### config.mk
export PLATFORM = sky130hd
export DESIGN_NAME = txfifo_pkt_sync
export DESIGN_NICKNAME = d
export VERILOG_FILES = /design/src/rtl/txfifo_pkg.sv /design/src/rtl/txfifo_ram.sv /design/src/rtl/txfifo_pkt_sync.sv
export SDC_FILE = /design/constraint.sdc
export NUM_CORES = 1
export LEC_CHECK = 0
export CORE_UTILIZATION = 61
export CTS_CLUSTER_DIAMETER = 150
export DETAILED_ROUTE_END_ITERATION = 16
export PLACE_DENSITY_LB_ADDON = 0.3
export SKIP_CTS_REPAIR_TIMING = 1
export SYNTH_ARGS = -nofsm -noshare
export SYNTH_HDL_FRONTEND = slang
export SYNTH_SLANG_ARGS = --single-unit
### constraint.sdc
create_clock -name clk -period 5.95 [get_ports clk]
set_input_delay 1.19 -clock clk [delete_from_list [all_inputs] [get_ports clk]]
set_output_delay 1.19 -clock clk [all_outputs]
set_load 0.005 [all_outputs]
### src/rtl/txfifo_pkg.sv
// Shared constants for the TX packet FIFO: default geometry, EOP tag position, mode encoding.
// No logic, no latency, no backpressure.
package txfifo_pkg;

    localparam int TXF_WIDTH = 64;
    localparam int TXF_DEPTH = 16;
    localparam int TXF_PTR   = 4;

    localparam int MODE_CT = 0;
    localparam int MODE_SF = 1;

    // The EOP tag rides directly above the data word in each storage entry.
    function automatic int eop_idx(input int width);
        return width;
    endfunction

endpackage

### src/rtl/txfifo_ram.sv
// Simple dual-port RAM with one write port and one registered, resettable read port.
// Read latency 1 clk; no backpressure.
module txfifo_ram
    import txfifo_pkg::*;
#(
    parameter int W     = TXF_WIDTH + 1,
    parameter int DEPTH = TXF_DEPTH,
    parameter int AW    = TXF_PTR
) (
    input  logic          clk,
    input  logic          rst,
    input  logic          we,
    input  logic [AW-1:0] waddr,
    input  logic [W-1:0]  wdat,
    input  logic          re,
    input  logic [AW-1:0] raddr,
    output logic [W-1:0]  rdat
);

    logic [W-1:0] r_mem [DEPTH];
    logic [W-1:0] r_rdat;

    always_ff @(posedge clk) begin
        if (we) begin
            r_mem[waddr] <= wdat;
        end
    end

    always_ff @(posedge clk) begin
        if (rst) begin
            r_rdat <= '0;
        end else if (re) begin
            r_rdat <= r_mem[raddr];
        end
    end

    assign rdat = r_rdat;

endmodule

### src/rtl/txfifo_pkt_sync.sv
// Single-clock TX packet FIFO with EOP sideband, store-and-forward commit, abort and sticky errors.
// Read data 1 clk after an accepted rdreq; writers back off on wrfull/wralmfull.
module txfifo_pkt_sync
    import txfifo_pkg::*;
#(
    parameter int WIDTH     = TXF_WIDTH,
    parameter int DEPTH     = TXF_DEPTH,
    parameter int PTR       = TXF_PTR,
    parameter int SF_MODE   = MODE_SF,
    parameter int AF_THRESH = 12
) (
    input  logic             clk,
    input  logic             aclr,
    input  logic             wrreq,
    input  logic [WIDTH-1:0] data,
    input  logic             wreop,
    input  logic             wrabort,
    output logic             wrfull,
    output logic             wralmfull,
    output logic [PTR:0]     wrusedw,
    input  logic             rdreq,
    output logic [WIDTH-1:0] q,
    output logic             rdeop,
    output logic             rdvalid,
    output logic             rdempty,
    output logic [PTR:0]     pktcnt,
    output logic             err_ovf,
    output logic             err_udf,
    output logic             err_drop
);

    localparam int         EOP = eop_idx(WIDTH);
    localparam logic [PTR:0] ONE = (PTR+1)'(1);
    localparam bit         SF  = (SF_MODE != MODE_CT);

    logic [PTR:0]     r_wptr, r_cptr, r_rptr, r_pktcnt;
    logic [DEPTH-1:0] r_eop_tag;
    logic             r_rdvalid, r_err_ovf, r_err_udf, r_err_drop;

    logic [PTR:0]   w_used;
    logic           w_full, w_empty, w_abort, w_wr_blk, w_drop, w_ovf;
    logic           w_wr_ok, w_rd_ok, w_pkt_inc, w_pkt_dec;
    logic [WIDTH:0] w_wdat, w_rdat;

    assign w_used   = r_wptr - r_rptr;
    assign w_full   = (w_used == (PTR+1)'(DEPTH));
    assign w_empty  = SF ? (r_cptr == r_rptr) : (r_wptr == r_rptr);
    assign w_abort  = SF && wrabort;
    assign w_wr_blk = wrreq && !w_abort && w_full;
    // A full FIFO with nothing committed can never drain: the packet is too big, so drop it.
    assign w_drop   = w_wr_blk && SF && (r_cptr == r_rptr);
    assign w_ovf    = w_wr_blk && !w_drop;
    assign w_wr_ok  = wrreq && !w_abort && !w_full;
    assign w_rd_ok  = rdreq && !w_empty;
    assign w_pkt_inc = w_wr_ok && wreop;
    // EOP tags are mirrored in flops so pktcnt can decrement on the read-accept edge.
    assign w_pkt_dec = w_rd_ok && r_eop_tag[r_rptr[PTR-1:0]];
    assign w_wdat    = {wreop, data};

    always_ff @(posedge clk) begin
        if (aclr) begin
            r_wptr     <= '0;
            r_cptr     <= '0;
            r_rptr     <= '0;
            r_pktcnt   <= '0;
            r_eop_tag  <= '0;
            r_rdvalid  <= 1'b0;
            r_err_ovf  <= 1'b0;
            r_err_udf  <= 1'b0;
            r_err_drop <= 1'b0;
        end else begin
            if (w_abort || w_drop) begin
                r_wptr <= r_cptr;
            end else if (w_wr_ok) begin
                r_wptr <= r_wptr + ONE;
            end
            if (w_wr_ok && (wreop || !SF)) begin
                r_cptr <= r_wptr + ONE;
            end
            if (w_wr_ok) begin
                r_eop_tag[r_wptr[PTR-1:0]] <= wreop;
            end
            if (w_rd_ok) begin
                r_rptr <= r_rptr + ONE;
            end
            case ({w_pkt_inc, w_pkt_dec})
                2'b10:   r_pktcnt <= r_pktcnt + ONE;
                2'b01:   r_pktcnt <= r_pktcnt - ONE;
                default: r_pktcnt <= r_pktcnt;
            endcase
            r_rdvalid <= w_rd_ok;
            if (w_ovf)             r_err_ovf  <= 1'b1;
            if (rdreq && w_empty)  r_err_udf  <= 1'b1;
            if (w_drop)            r_err_drop <= 1'b1;
        end
    end

    txfifo_ram #(
        .W     (WIDTH + 1),
        .DEPTH (DEPTH),
        .AW    (PTR)
    ) u_ram (
        .clk   (clk),
        .rst   (aclr),
        .we    (w_wr_ok),
        .waddr (r_wptr[PTR-1:0]),
        .wdat  (w_wdat),
        .re    (w_rd_ok),
        .raddr (r_rptr[PTR-1:0]),
        .rdat  (w_rdat)
    );

    assign q         = w_rdat[WIDTH-1:0];
    assign rdeop     = w_rdat[EOP];
    assign rdvalid   = r_rdvalid;
    assign rdempty   = w_empty;
    assign wrfull    = w_full;
    assign wralmfull = (w_used >= (PTR+1)'(AF_THRESH));
    assign wrusedw   = w_used;
    assign pktcnt    = r_pktcnt;
    assign err_ovf   = r_err_ovf;
    assign err_udf   = r_err_udf;
    assign err_drop  = r_err_drop;

endmodule

==> results of run 1 <==
-- cell type report --
class,instances,area (µm²)
Inverter,31,139
Clock inverter,57,623
Tap cell,940,1180
Clock buffer,150,3080
Multi-Input combinational cell,711,9590
Fill cell,3993,20600
Sequential cell,1145,33300
Timing Repair Buffer,190,1830
Antenna cell,7,17.5
-- tightest hold or removal path, delay by kind of cell (launching register included) --
family,cells,cell delay (ps)
DFF,1,310
and+or+nand+nor,1,50
AOI/OAI and AO/OA,1,50
-- through the flow --
step                utilization, %  area (µm²)  worst slack, ps
detailed placement            65.5       46100             1180
global route                  70.7       49800              540
floorplan                        -       43600             1470
CTS                           70.7       49800              675
finish                        70.7       49800              740
global placement              65.5       46100             1250
-- kinds of logic after synthesis --
family	after synthesis
adder cells (fa/ha/maj)	15
AND/OR/NAND/NOR	209
XOR/XNOR	20
multiplexers	348
AO/OA/AOI/OAI	119
buffers and inverters	142
flip-flops	1145
-- power breakdown --
| group | total, mW | internal (mW) | switching [mW] |
|---|---|---|---|
| sequential | 9.14 | 8.97 | 0.172 |
| clock | 7.10 | 4.14 | 2.96 |
| combinational | 2.55 | 1.31 | 1.25 |
| total | 18.8 | 14.4 | 4.38 |
-- registers in the layout, indices dropped and copies added, names as in the netlist --
register and count:
u_ram.r_mem 1040, u_ram.rdat 65, r_eop_tag 16, pktcnt 5
r_cptr 5, r_rptr 5, r_wptr 5, err_drop 1
err_ovf 1, err_udf 1, rdvalid 1
-- cells in the mapped netlist, types with 10 or more instances --
master    count  area share (%)
xnor2_1      10            0.20
mux4_2      330              17
buf_2        18            0.21
edfxtp_1   1040              72
mux2i_1      18            0.41
inv_1        28            0.24
a21oi_1      75            0.86
clkbuf_1     45            0.39
nand2_1     138             1.2
nor2_1       44            0.38
o211ai_1     17            0.29
buf_4        20            0.34
dfxtp_1     105             4.8
buf_1        22            0.19
ha_1         13            0.37
-- final timing paths --
path	cells past startpoint	slack, ps	from	endpoint
setup reg to reg	8	1150	r_rptr[1]	u_ram.r_mem[8][50]
setup / recovery	8	740	r_rptr[1]	wrfull
hold reg to reg	2	450	u_ram.rdat[3]	u_ram.rdat[3]
hold / removal	2	450	u_ram.rdat[3]	u_ram.rdat[3]
-- layer usage --
metal	part of all wire, %	routed length (µm)	global-route usage, %
met1	38	37900	38.8
met2	50	49800	45.8
met3	9.3	9280	5.38
met4	2.4	2370	8.79
met5	0.057	57	0
==> key figures, run 1 <==
Outcome
  • Status: finished clean

Final layout
  • Share of cells above drive strength 1: between 20% and 30%
  • Net count, final: around 2,300
  • Most frequent cells in the layout: edfxtp_1, mux4_2, clkdlybuf4s50_1
  • Non-filler cells in the finished layout: ~3,200
  • Commonest non-fill, non-tap cell in the layout: edfxtp_1
  • P&R area growth vs syn: 14.3%

Clock network
  • Clk root buf: clkbuf_16
  • CTS sink cnt: approximately 1,100
  • CTS tree: built
  • Clk buf depth: 3
  • CTS Buf Count: ~110
  • Htree depth: 3
  • Clock-pin slew on the worst setup and hold paths: ~60 ps
  • Clk_lat worst skew: 680 ps

STA
  • Fin crit share: roughly 88%
  • Final hold viol count: 0
  • Fin crit period: approximately 5200 ps
  • Slew HR: between 10% and 20%
  • Pins Over Slew Limit: 0
  • Setup violators final: 0
  • Worst clock skew: 32.1 ps
  • Worst-Margin Slew: around 1200 ps
  • RSZ-0062 raised after global routing: no
  • Worst hold margin: about 450 ps
  • Post-route setup TNS: 0 ps
  • FMAX: between 150 and 200 MHz

Logic synthesis
  • Synthesized-area fraction occupied by adder cells: 0.465%
  • Post-Synthesis Cells: between 1,500 and 2,000
  • Mean Syn Cell Area: about 22 µm²
  • Syn nets: roughly 2,100
  • Synthesis-stage register bit count: about 1,100
  • Post-Syn Area: between 0.04 and 0.05 mm²
  • Mux contribution to synthesized area: between 10% and 20%
  • Most used DFF post-synth: edfxtp_1
  • Largest family of logic cells by synthesized area: multiplexers
  • Ys async rst share: 0%
  • Post-synth EDFFs: between 1,000 and 1,500
  • Post-Synth Simple-Gate Area: just under 2%
  • Register area share after synthesis: 76.5%
  • YS warnings: 0
  • Count of different cell masters after synthesis: 50
  • Synth Area in XOR/XNOR: less than 1%
  • Synth Area in Compound Gates: between 1.5 and 2%

Floorplan
  • Die height: approximately 270 µm
  • Core area: approximately 0.070 mm²
  • Io pins: between 150 and 200
  • Row cnt: 97
  • Die ar.: approximately 0.073 mm²
  • DIE WIDTH: roughly 270 µm
  • Initial Util: between 60% and 70%

Setup path
  • Cell Chain, Critical Path: fa_1 -> nand2b_1 -> a21oi_1 -> xor2_2 -> inv_2 -> nand2_2 -> inv_2 -> clkdlybuf4s50_1
  • Worst Path Required: around 4800 ps
  • CP max stage delay: ~1100 ps
  • Critical Path Sink Type: output port
  • Startpoint Class: flop
  • CP Data Arrival Time: 4020 ps
  • Bufs and invs on worst path: 3
  • CP Max Fanout: between 70 and 80
  • Crit-path slowest cell: dfxtp_4
  • Most used cell, CP: inv_2
  • Crit path kind: flop to output port
  • Family with the most delay on the worst path: flip-flops

Routing
  • Via count: ~21,000
  • Routed WL: between 90 and 100 mm
  • TritonRoute pass-1 iters: 5
  • DRT iter0 DRCs: ~2,400
  • Number of remaining DRC errors: 0
  • DR WL/cell: between 30 and 40 µm
  • Post-DRT Antenna Nets: 0
  • Vias/cell: 6.62

Global routing
  • Total GRT Usage: about 28%
  • Total grt overflow: 0
  • Number of antenna violations at the first check in global routing: 11
  • Largest net degree at the start of global routing: about 160
  • First-pass GRT wire length: 147 mm
  • Vias in the first global route: between 20,000 and 25,000

Place
  • Placed cells: about 3,000
  • Detailed placement HPWL: between 40 and 50 mm
  • GP Congestion: roughly 0.80
  • IO Port Bufs: between 150 and 200

Worst hold path
  • Hold WC Path Type: flop to flop

Power and ir drop
  • Maximum vdd drop: between 0.2 and 0.3 mV
  • Total power: between 15 and 20 mW
  • Lkg Pwr: about 16 nW
  • Power Density: 378 mW/mm²

Flow run
  • Max_cap viols: 0
(Power assumes the default switching activity.)
==> run 2, diff against run 1 <==
--- a/config.mk
+++ b/config.mk
@@ -8,6 +8,7 @@
 export CORE_UTILIZATION = 61
 export CTS_CLUSTER_DIAMETER = 150
 export DETAILED_ROUTE_END_ITERATION = 16
+export GPL_ROUTABILITY_DRIVEN = 0
 export PLACE_DENSITY_LB_ADDON = 0.3
 export SKIP_CTS_REPAIR_TIMING = 1
 export SYNTH_ARGS = -nofsm -noshare
==> results of run 2 <==
No change in the layout: final DEF, timing and power equal those of run 1.
